===== src/rtl/seq_det_pkg.sv =====
// Shared types and defaults for the programmable serial sequence detector.
package seq_det_pkg;

    typedef enum logic [1:0] {
        ST_IDLE = 2'd0,
        ST_FILL = 2'd1,
        ST_HUNT = 2'd2
    } state_t;

    localparam int DEF_PAT_W = 8;
    localparam int DEF_CNT_W = 8;
    localparam logic [7:0] DEF_RST_PAT = 8'b0000_1010;
    localparam int DEF_RST_LEN = 4;

    // Length fields must hold 0..pat_w inclusive.
    function automatic int len_w(input int pat_w);
        return $clog2(pat_w + 1);
    endfunction

endpackage


===== src/rtl/seq_det_if.sv =====
// Bus bundle for seq_det_prog: configuration, serial input and detector outputs.
interface seq_det_if
    import seq_det_pkg::*;
#(
    parameter int PAT_W = DEF_PAT_W,
    parameter int CNT_W = DEF_CNT_W
);
    localparam int LEN_W = len_w(PAT_W);

    // in_valid qualifies in_bit on each rising edge; there is no backpressure,
    // every qualified bit is consumed. cfg_we wins over in_valid on the same edge.
    logic              cfg_we;
    logic [PAT_W-1:0]  cfg_pattern;
    logic [LEN_W-1:0]  cfg_len;
    logic              cfg_overlap;
    logic              in_valid;
    logic              in_bit;
    logic              match;
    logic [CNT_W-1:0]  match_count;
    logic              active;

    modport master (
        output cfg_we, cfg_pattern, cfg_len, cfg_overlap, in_valid, in_bit,
        input  match, match_count, active
    );

    modport slave (
        input  cfg_we, cfg_pattern, cfg_len, cfg_overlap, in_valid, in_bit,
        output match, match_count, active
    );

endinterface


===== src/rtl/seq_det_cmp.sv =====
// Combinational masked compare of the low len bits of history against the pattern.
module seq_det_cmp #(
    parameter int PAT_W = 8,
    parameter int LEN_W = 4
) (
    input  logic [PAT_W-1:0] hist_i,
    input  logic [PAT_W-1:0] pattern_i,
    input  logic [LEN_W-1:0] len_i,
    output logic             eq_o
);

    logic [PAT_W-1:0] mask;

    always_comb begin
        mask = '0;
        for (int i = 0; i < PAT_W; i++) begin
            mask[i] = (LEN_W'(i) < len_i);
        end
    end

    assign eq_o = (((hist_i ^ pattern_i) & mask) == '0);

endmodule


===== src/rtl/seq_det_prog.sv =====
// Runtime-programmable serial sequence detector with overlap/non-overlap modes.
// Optional saturating match counter built when SEQ_DET_COUNT_EN is defined.
module seq_det_prog
    import seq_det_pkg::*;
#(
    parameter int               PAT_W   = DEF_PAT_W,
    parameter int               CNT_W   = DEF_CNT_W,
    parameter logic [PAT_W-1:0] RST_PAT = PAT_W'(DEF_RST_PAT),
    parameter int               RST_LEN = DEF_RST_LEN,
    parameter bit               RST_OVL = 1'b1
) (
    input  logic     clk,
    input  logic     rst,
    seq_det_if.slave bus,
    output state_t   dbg_state_o
);

    localparam int LEN_W = len_w(PAT_W);
    localparam logic [LEN_W-1:0] RST_LEN_C =
        (RST_LEN > PAT_W) ? LEN_W'(PAT_W) : LEN_W'(RST_LEN);
    localparam state_t RST_STATE = (RST_LEN_C == '0) ? ST_IDLE : ST_FILL;

    state_t           state_q;
    logic [PAT_W-1:0] pattern_q;
    logic [LEN_W-1:0] len_q;
    logic             ovl_q;
    logic [PAT_W-1:0] hist_q;
    logic [LEN_W-1:0] fill_q;
    logic             match_q;

    logic [PAT_W-1:0] hist_d;
    logic [LEN_W-1:0] fill_d;
    logic [LEN_W-1:0] cfg_len_c;
    logic             accept;
    logic             eq;
    logic             hit;

    // Oversized lengths behave as the full pattern width.
    assign cfg_len_c = (int'(bus.cfg_len) > PAT_W) ? LEN_W'(PAT_W) : bus.cfg_len;

    assign accept = bus.in_valid && !bus.cfg_we && (state_q != ST_IDLE);
    assign hist_d = {hist_q[PAT_W-2:0], bus.in_bit};
    assign fill_d = (fill_q < len_q) ? fill_q + LEN_W'(1) : fill_q;

    seq_det_cmp #(
        .PAT_W (PAT_W),
        .LEN_W (LEN_W)
    ) u_cmp (
        .hist_i    (hist_d),
        .pattern_i (pattern_q),
        .len_i     (len_q),
        .eq_o      (eq)
    );

    assign hit = accept && (fill_d == len_q) && eq;

    always_ff @(posedge clk) begin
        if (!rst) begin
            state_q   <= RST_STATE;
            pattern_q <= RST_PAT;
            len_q     <= RST_LEN_C;
            ovl_q     <= RST_OVL;
            hist_q    <= '0;
            fill_q    <= '0;
            match_q   <= 1'b0;
        end else if (bus.cfg_we) begin
            state_q   <= (cfg_len_c == '0) ? ST_IDLE : ST_FILL;
            pattern_q <= bus.cfg_pattern;
            len_q     <= cfg_len_c;
            ovl_q     <= bus.cfg_overlap;
            hist_q    <= '0;
            fill_q    <= '0;
            match_q   <= 1'b0;
        end else if (accept) begin
            hist_q  <= hist_d;
            match_q <= hit;
            // Non-overlap restarts the fill so old history cannot contribute.
            if (hit && !ovl_q) begin
                fill_q  <= '0;
                state_q <= ST_FILL;
            end else begin
                fill_q  <= fill_d;
                state_q <= (fill_d == len_q) ? ST_HUNT : ST_FILL;
            end
        end else begin
            match_q <= 1'b0;
        end
    end

`ifdef SEQ_DET_COUNT_EN
    logic [CNT_W-1:0] cnt_q;

    always_ff @(posedge clk) begin
        if (!rst) begin
            cnt_q <= '0;
        end else if (bus.cfg_we) begin
            cnt_q <= '0;
        end else if (hit && (cnt_q != '1)) begin
            cnt_q <= cnt_q + CNT_W'(1);
        end
    end

    assign bus.match_count = cnt_q;
`else
    assign bus.match_count = '0;
`endif

    assign bus.match    = match_q;
    assign bus.active   = (len_q != '0);
    assign dbg_state_o  = state_q;

endmodule


===== src/flat_wrapper.sv =====
// flat-port wrapper written by rule: the top's interface ports become plain ports
module seq_det_prog_flat import seq_det_pkg::*;
#(
    parameter int               PAT_W   = DEF_PAT_W,
    parameter int               CNT_W   = DEF_CNT_W,
    parameter logic [PAT_W-1:0] RST_PAT = PAT_W'(DEF_RST_PAT),
    parameter int               RST_LEN = DEF_RST_LEN,
    parameter bit               RST_OVL = 1'b1
)
  (clk, rst, dbg_state_o, bus_cfg_we, bus_cfg_pattern, bus_cfg_len, bus_cfg_overlap, bus_in_valid, bus_in_bit, bus_match, bus_match_count, bus_active);
  seq_det_if #(.PAT_W(PAT_W), .CNT_W(CNT_W)) bus_i ();
  input  logic clk;
  input  logic rst;
  output state_t dbg_state_o;
  input wire logic [$bits(bus_i.cfg_we)-1:0] bus_cfg_we;
  input wire logic [$bits(bus_i.cfg_pattern)-1:0] bus_cfg_pattern;
  input wire logic [$bits(bus_i.cfg_len)-1:0] bus_cfg_len;
  input wire logic [$bits(bus_i.cfg_overlap)-1:0] bus_cfg_overlap;
  input wire logic [$bits(bus_i.in_valid)-1:0] bus_in_valid;
  input wire logic [$bits(bus_i.in_bit)-1:0] bus_in_bit;
  output wire logic [$bits(bus_i.match)-1:0] bus_match;
  output wire logic [$bits(bus_i.match_count)-1:0] bus_match_count;
  output wire logic [$bits(bus_i.active)-1:0] bus_active;
  assign bus_i.cfg_we = bus_cfg_we;
  assign bus_i.cfg_pattern = bus_cfg_pattern;
  assign bus_i.cfg_len = bus_cfg_len;
  assign bus_i.cfg_overlap = bus_cfg_overlap;
  assign bus_i.in_valid = bus_in_valid;
  assign bus_i.in_bit = bus_in_bit;
  assign bus_match = bus_i.match;
  assign bus_match_count = bus_i.match_count;
  assign bus_active = bus_i.active;
  seq_det_prog #(.PAT_W(PAT_W), .CNT_W(CNT_W), .RST_PAT(RST_PAT), .RST_LEN(RST_LEN), .RST_OVL(RST_OVL)) u_core (.clk(clk), .rst(rst), .bus(bus_i), .dbg_state_o(dbg_state_o));
endmodule

===== config.mk =====
export PLATFORM = sky130hd
export DESIGN_NAME = seq_det_prog_flat
export DESIGN_NICKNAME = d
export VERILOG_FILES = /design/src/rtl/seq_det_pkg.sv /design/src/rtl/seq_det_if.sv /design/src/rtl/seq_det_cmp.sv /design/src/rtl/seq_det_prog.sv /design/src/flat_wrapper.sv
export SDC_FILE = /design/constraint.sdc
export NUM_CORES = 1
export LEC_CHECK = 0
export BUFFER_PORTS_ARGS = -buffer_cell sky130_fd_sc_hd__buf_4
export CAP_MARGIN = 40
export CORE_AREA = 3 3 73 75
export DETAILED_ROUTE_END_ITERATION = 8
export DIE_AREA = 0 0 76 78
export GPL_TIMING_DRIVEN = 0
export SYNTH_ARGS = -nofsm -noshare
export SYNTH_HDL_FRONTEND = slang
export SYNTH_HIERARCHICAL = 1
export SYNTH_SLANG_ARGS = --single-unit

===== constraint.sdc =====
create_clock -name clk -period 2.3 [get_ports clk]
set_clock_uncertainty 0.05 [all_clocks]
set_input_delay 0.115 -clock clk [delete_from_list [all_inputs] [get_ports clk]]
set_output_delay 0.115 -clock clk [all_outputs]
set_load 0.02 [all_outputs]

# Word level (Yosys, flattened, before mapping)
# Index checks and enable logic that the tools add are counted.
# classes
addsub,1
order_cmp,10
n_eq_ne,1
muxes,8
n_bitwise,4
reduce_logical,14
# ops
operator,count
$lt 3x4->1 const A,4
$mux 4,3
$and 8x8->8,1
$logic_not 8->1,1
$lt 1x4->1 const A,2
$lt 2x4->1 const A,2
$mux 2,4
$xor 8x8->8,1
$logic_and 1x1->1,5
$add 4x1->4 const B,1
$eq 4x4->1,1
$gt 4x4->1 const B,1
$logic_not 4->1,1
$lt 4x4->1,1
$reduce_bool 2->1,2
$reduce_bool 4->1,1
$reduce_or 3->1,1
$logic_not 1->1,2
$not 1->1,2
$reduce_or 2->1,1
$mux 1,1
# totals
reg_bits,27
wordCells,45

# Logic depth before layout (Yosys ltp)
# Gate-level depths: netlist of run 1.
# logic_depth
depth_word,9
depth_mapped,10
depth_no_buf,10

# Modules after synthesis
# Netlist of run 1, hierarchy kept.
# by_module_without_submodules
module,n_inst,cells_per_inst,area_per_inst_um2
seq_det_prog,1,171,1487.7
seq_det_cmp,1,24,165.2

# Worst setup path before layout of run 1
# No wires, ideal clock.
# synth_timing
path_type,flip-flop to flip-flop
startpoint,reg u_core.len_q[2]
endpoint,reg u_core.fill_q[0]
setup_time_ps,135
arrival_time_ps,2066
t_required_ps,2115
slack_ps,48
path_stages_with_launch,9
path_buffers,0
synth_period_minus_slack_ps,2252
path_cell_list,dfxtp_1 > or3b_1 > a211oi_1 > a31oi_1 > a21oi_1 > nor3b_1 > nor2_1 > o311ai_2 > o221ai_1
# synth_between
word_cells_on_any_way,17
# synth_lines
element,line,text
"start, declared",seq_det_prog.sv:25,logic [LEN_W-1:0] len_q;
"start signal, assigned",seq_det_prog.sv:69,len_q <= cfg_len_c;
$lt 1x4->1 (tied with other cells),seq_det_cmp.sv:17,mask[i] = (LEN_W'(i) < len_i);
$and 8x8->8 *,seq_det_cmp.sv:21,assign eq_o = (((hist_i ^ pattern_i) & mask) == '0);
$logic_not 8->1 *,seq_det_cmp.sv:21,
net u_core.eq,seq_det_prog.sv:35,logic eq;
$logic_and 1x1->1 *,seq_det_prog.sv:55,assign hit = accept && (fill_d == len_q) && eq;
$logic_and 1x1->1 *,seq_det_prog.sv:78,if (hit && !ovl_q) begin
$mux 4 *,seq_det_prog.sv:78,
"end signal, assigned",seq_det_prog.sv:82,fill_q <= fill_d;
"end, declared",seq_det_prog.sv:28,logic [LEN_W-1:0] fill_q;
# Mark *: on every way through the listed nets, which the timed path passes. The rest lies on a longest branch.
# A chain may end at the register's enable or synchronous reset.

# Final worst setup path of run 1
# layout_timing
startpoint,reg u_core.len_q[3]
endpoint,reg u_core.fill_q[0]
# Same word-level chain as after synthesis.

==> qor.csv, run 1 <==
metric,value,unit
met3 GRT Util,2.32,%
Worst Path Arrival,2410,ps
number of synthesized flops with an enable pin,0,
Placed Area,1920,sq um
DR pass1 iterations,4,
CP max stage delay,400,ps
CP Capture Type,flop,
antenna cell count,0,
# DRC,0,
Mapped Area,1650,sq um
I/O pin count,30,
Die ar.,5930,sq um
GRT Util Overall,13.2,%
layout cells sized above 1,30.7,%
Max Buffers Root-to-Sink,2,
Synth async-reset ratio,0,%
Pleak,0.875,nW
Hold WC Path Type,in2reg,
Inserted Clock Buffers,3,
Most used DFF post-synth,dfxtp_1,
CP max-delay cell,or3b_4,
clk slew on worst S/H paths,100,ps
setup tns final,-0.0719,ps
Max Cap Violations,0,
Yosys cell types,48,
initial drt markers,61,
vias per cell,4.92,
Slew headroom,50.3,%
post-synth top area cell,dfxtp_1,
busiest layer in global routing,met2,
initial antenna violation count,0,
wire length per cell,12.5,um
# H-tree levels,1,
met2 GRT Util,23.4,%
largest net degree at the start of global routing,18,
HPWL after DPL,2.83,mm
synth warn,6,
power density cells,471,nW/um^2
outcome,"complete, but fails checks",
fin area,2190,sq um
RSZ-0062 raised after global routing,true,
crit-path cells,or3b_4 -> a211oi_2 -> a31oi_1 -> a21oi_2 -> nor3b_4 -> nor2_2 -> o311ai_4 -> o221ai_1,
sequential cell area,554,sq um
vias in the first global route,1384,
FP Rows,25,
Core Region,4720,sq um
CTS tree,done,
Worst Path Required,2410,ps
routability cong.,0.803,
"non-filler cells, final",308,
register bit total from synthesis,27,
Post-Place Cells,290,
synth cell count leaders,"27 x dfxtp_1, 26 x nand2_1, 11 x a21oi_1, 11 x nor2_1, 10 x mux2i_1",
"top cells by area, synth","dfxtp_1 33%, mux2i_1 6.1%, nand2_1 5.9%",
M1 GR Usage,15.9,%
post-synthesis sequential area ratio,32.7,%
via count,1514,
worst-path maximum fanout,7,
Final Hold Viols,0,
Nets,264,
DP Worst Slack,-281,ps
die outline height,78,um
WS Path Type,reg2reg,
synthesized instance count,195,
FILL cells,476,
area occupied by multi-input gates,1110,sq um
"Power, Total",1.03,mW
failing checks,setup timing,
effective utilization at floorplan,35.0,%
Layout area overhead,32.6,%
worst hold margin,6.62,ps
startpoint types,flop,
Worst-Margin Slew,740,ps
Slew Limit Fails,0,
fin crit share,100,%
clock latency at the later pin of the worst-skew pair,280,ps
final WL,3.85,mm
Max Freq,435,MHz
IO buf count,21,
Max VDD drop,0.272,mV
die width,76,um
root buf cell,clkbuf_8,
first-pass GRT wire length,6.41,mm
share of Yosys cell area claimed by the top area cell type,32.7,%
grt total ovfl,0,
final core occ,46.4,%
clock sink total,27,
"count leader, synth",dfxtp_1,
Final ANT Viol Nets,0,
final setup vio count,1,
minimum clock period,2300,ps
setup slack after layout,-0.0719,ps
Mean Syn Cell Area,8.48,sq um
## worst max-delay path, delay by kind of cell, from the launching register on
kind	cells	cell delay [ps]
compound gates	5	1030
flops	1	380
simple gates	3	720
## kinds of logic after synthesis
group | count (synthesis) | share of synthesized area [%]
muxes | 10 | 6.06
buffers and inverters | 21 | 7.12
other | 1 | 0.227
xor gates and xnor gates | 11 | 5.83
adders and majority gates | 4 | 3.03
and+or+nand+nor | 74 | 22.6
AOI/OAI and AO/OA | 47 | 22.4
DFF | 27 | 32.7
## where the power goes
group / switching (mW) / internal, mW
Clock: 0.164 / 0.128
Sequential: 0.0204 / 0.483
Combinational: 0.124 / 0.113
## routing by layer
metal  up-vias  routed length [um]
met5         -                   0
met4         0                  91
met3        10                 170
met2        36                1900
met1       695                1690
li1        773                   -
## final timing paths
check | start | to | slack (ps) | cells after the start
setup reg to reg | u_core/len_q[3] | u_core/fill_q[0] | -0.07 | 8
hold / removal | bus_cfg_overlap | u_core/ovl_q | 7 | 3
hold reg to reg | u_core/hist_q[6] | u_core/hist_q[6] | 420 | 2
setup / recovery | u_core/len_q[3] | u_core/fill_q[0] | -0.07 | 8
## final cells by class
type / instances / share of cell area (%)
timing repair buffer: 35 / 12.2
sequential: 27 / 25.3
inverter: 6 / 1.20
multi-input combinational: 154 / 50.8
buffer: 15 / 4.34
clock buffer: 3 / 1.88
clock inverter: 1 / 0.400
tap: 67 / 3.83
## cell usage in the layout, fill, tap and decap left out, types with 3 or more instances in the layout
cell type   n
nor2b_1     8
nand4_1     5
clkbuf_8    3
dfxtp_1    22
nand2b_1    6
a21oi_1     9
o21ai_1     3
o41ai_1     3
ha_1        3
o21ai_0     4
nor2_1      9
nand3_1     6
xor2_1      8
xnor2_1     3
o2111ai_1   4
clkbuf_1    3
conb_1      8
mux2i_1    10
dfxtp_4     3
inv_1       5
buf_4      41
o22ai_1     3
nand2_1    24
## flip-flops by register name (all words and copies together) (netlist names)
register,flops
u_core/ovl_q,1
u_core/hist_q,7
u_core/fill_q,4
u_core/dbg_state_o,2
u_core/len_q,4
u_core/bus.match,1
u_core/pattern_q,8
## what timing repair did
action / in CTS / in global routing
pin swaps: 4 / 10
hold endpoints to repair: 2 / 0
gates resized for setup: 10 / 19
hold buffers: 2 / 0
setup endpoints to repair: 6 / 5
setup buffers: 3 / 9
cloned: 0 / 0
(Power assumes the default switching activity.)
==> inputs of run 2 (changes only) <==
--- a/config.mk
+++ b/config.mk
@@ -5,11 +5,11 @@
 export SDC_FILE = /design/constraint.sdc
 export NUM_CORES = 1
 export LEC_CHECK = 0
-export BUFFER_PORTS_ARGS = -buffer_cell sky130_fd_sc_hd__buf_4
 export CAP_MARGIN = 40
 export CORE_AREA = 3 3 73 75
 export DETAILED_ROUTE_END_ITERATION = 8
 export DIE_AREA = 0 0 76 78
+export DONT_BUFFER_PORTS = 1
 export GPL_TIMING_DRIVEN = 0
 export SYNTH_ARGS = -nofsm -noshare
 export SYNTH_HDL_FRONTEND = slang
==> run 2 against run 1 <==
The flow still finishes with violations (setup timing); hold slack got worse by 4.9 ps; wire length increased by 1.2%; worst setup slack got worse by 22 ps; sequential power is essentially flat; clock power down 2%; via count decreased by 4.3%.
==> qor.csv, run 2 (synthesis gave the netlist of run 1 again) <==
metric,value,unit,change
first-pass GRT wire length,6.47,mm,+0.97%
DP Worst Slack,-270,ps,+10.9 ps
number of flip-flops in the largest register,8,,unchanged
I/O pin count,30,,unchanged
CP Capture Type,flop,,
Inserted Clock Buffers,3,,unchanged
Worst-Margin Slew,718,ps,-22.7 ps
antenna cell count,0,,unchanged
initial antenna violation count,0,,unchanged
HPWL after DPL,2.78,mm,-1.6%
Hold WC Path Type,in2reg,,
Placed Area,1760,sq um,-8.2%
WS Path Type,reg2reg,,
biggest regs,"u_core/pattern_q: 8 flops, u_core/hist_q: 7 flops",,
Reg power frac,50.3,%,+1.5 points
die width,76,um,unchanged
fin crit share,101,%,+0.95 points
Final ANT Viol Nets,0,,unchanged
IO buf count,0,,-100%
# H-tree levels,1,,unchanged
final WL,3.90,mm,+1.2%
final setup vio count,3,,+2
Clock power frac,28.5,%,+0.2 points
Nets,249,,-5.7%
"Power, Total",1.01,mW,-2.5%
largest net degree at the start of global routing,18,,unchanged
worst hold margin,1.75,ps,-4.87 ps
switching share of total power,29.5,%,-0.43 points
Worst Path Arrival,2470,ps,+60 ps
area occupied by multi-input gates,1090,sq um,-1.9%
Max Freq,431,MHz,-0.94%
grt total ovfl,0,,unchanged
clock latency at the later pin of the worst-skew pair,280,ps,about the same
final core occ,44.1,%,-2.3 points
"commonest cells after routing, fill and taps aside","25 x nand2_1, 24 x dfxtp_1, 14 x buf_4, 14 x dlygate4sd3_1, 10 x mux2i_1",,
GRT Util Overall,13.4,%,+0.10 points
wire length per cell,13.3,um,+6.4%
Final Hold Viols,0,,unchanged
effective utilization at floorplan,35.0,%,unchanged
outcome,"complete, but fails checks",,
Layout area overhead,25.9,%,
vias in the first global route,1353,,-2.2%
Pleak,0.798,nW,-8.8%
DR pass1 iterations,4,,unchanged
Slew Limit Fails,0,,unchanged
via count,1449,,-4.3%
Max Buffers Root-to-Sink,2,,unchanged
CTS tree,done,,
worst-path maximum fanout,7,,unchanged
routability cong.,0.745,,-7.2%
failing checks,setup timing,,
initial drt markers,89,,+46%
Core Region,4720,sq um,unchanged
crit-path cells,inv_1 -> ha_4 -> a2111oi_4 -> buf_4 -> a211o_1 -> nand2_1 -> or2_1 -> o31ai_2,,
CP max-delay cell,dfxtp_4,,
startpoint types,flop,,
Die ar.,5930,sq um,unchanged
Int Pwr,0.710,mW,-1.9%
RSZ-0062 raised after global routing,true,,
combinational power share,21.2,%,-1.8 points
Worst Path Required,2450,ps,+40 ps
vias per cell,4.95,,+0.61%
Max Cap Violations,0,,unchanged
layout cells sized above 1,19.0,%,-12 points
CP max stage delay,380,ps,-20 ps
die outline height,78,um,unchanged
Slew headroom,51.8,%,+1.5 points
clk slew on worst S/H paths,100,ps,about the same
FILL cells,473,,-0.63%
Max VDD drop,0.281,mV,+3.3%
"commonest non-fill, non-tap cell in the layout",nand2_1,,
sequential cell area,552,sq um,-0.45%
root buf cell,clkbuf_8,,
power density cells,484,nW/um^2,+2.6%
# DRC,0,,unchanged
largest register by flop count,u_core/pattern_q,,
minimum clock period,2320,ps,+21.9 ps
FP Rows,25,,unchanged
setup slack after layout,-22.0,ps,-21.9 ps
clock sink total,27,,unchanged
fin area,2080,sq um,-5.0%
net switching power,0.297,mW,-3.9%
## run 2: cell types whose count changed in the layout (fill, tap and decap cells not counted), moves of 2 or more
| cell | change |
|---|---|
| dfxtp_2 | -2 |
| dlygate4sd3_1 | +12 |
| dfxtp_1 | +2 |
| buf_4 | -27 |
## run 2: layer usage
metal / track usage, % / up-vias / share of wire [%]
li1: - / 745 / -
met1: 16.4 / 670 / 45
met2: 23.7 / 32 / 50
met3: 3.36 / 2 / 4.4
met4: 2.72 / 0 / 0.44
met5: 0 / - / 0
## run 2: path summary, 6_finish.rpt
| kind | from | to | slack, ps | cells past startpoint |
|---|---|---|---|---|
| worst min register to register | u_core/hist_q[6] | u_core/hist_q[6] | 420 | 2 |
| worst min-delay path | bus_cfg_len[3] | u_core/dbg_state_o[0] | 2 | 2 |
| worst max-delay path | u_core/len_q[1] | u_core/dbg_state_o[1] | -20 | 8 |
| worst max register to register | u_core/len_q[1] | u_core/dbg_state_o[1] | -20 | 8 |
## run 2: metrics by stage
stage | TNS (ps) | cells
after floorplan | 0 | 202
after global placement | -1060 | 269
after detailed placement | -982 | 269
after CTS | 0 | 287
after global routing | -775 | 293
final | -46.1 | 293
## run 2: final cells by class
type / instances / area share, %
clock inverter: 1 / 0.421
tap: 67 / 4.03
multi-input combinational: 154 / 52.5
inverter: 6 / 1.08
sequential: 27 / 26.5
timing repair buffer: 20 / 8.90
clock buffer: 3 / 1.98
buffer: 15 / 4.57
## run 2: timing repair
item	CTS	global route
hold buffers	13	1
pin swaps	2	8
endpoints found under the hold margin	12	1
buffers inserted	1	5
resized for setup	10	12
setup endpoints to repair	6	7
## run 2: power by group through the flow
stage               combinational (mW)  sequential [mW]  clock [mW]
finish                           0.213            0.506       0.287
global route                     0.235            0.510       0.320
CTS                              0.193            0.507       0.302
detailed placement               0.167            0.518           0
global placement                 0.166            0.518           0
floorplan                        0.143            0.512           0
## run 2: worst max-delay path, delay by kind of cell, from the launching register on
kind	cells	cell delay, ps
AO/OA/AOI/OAI	3	710
AND/OR/NAND/NOR	2	470
flip-flops	1	380
buffers and inverters	2	380
adder cells (fa/ha/maj)	1	250
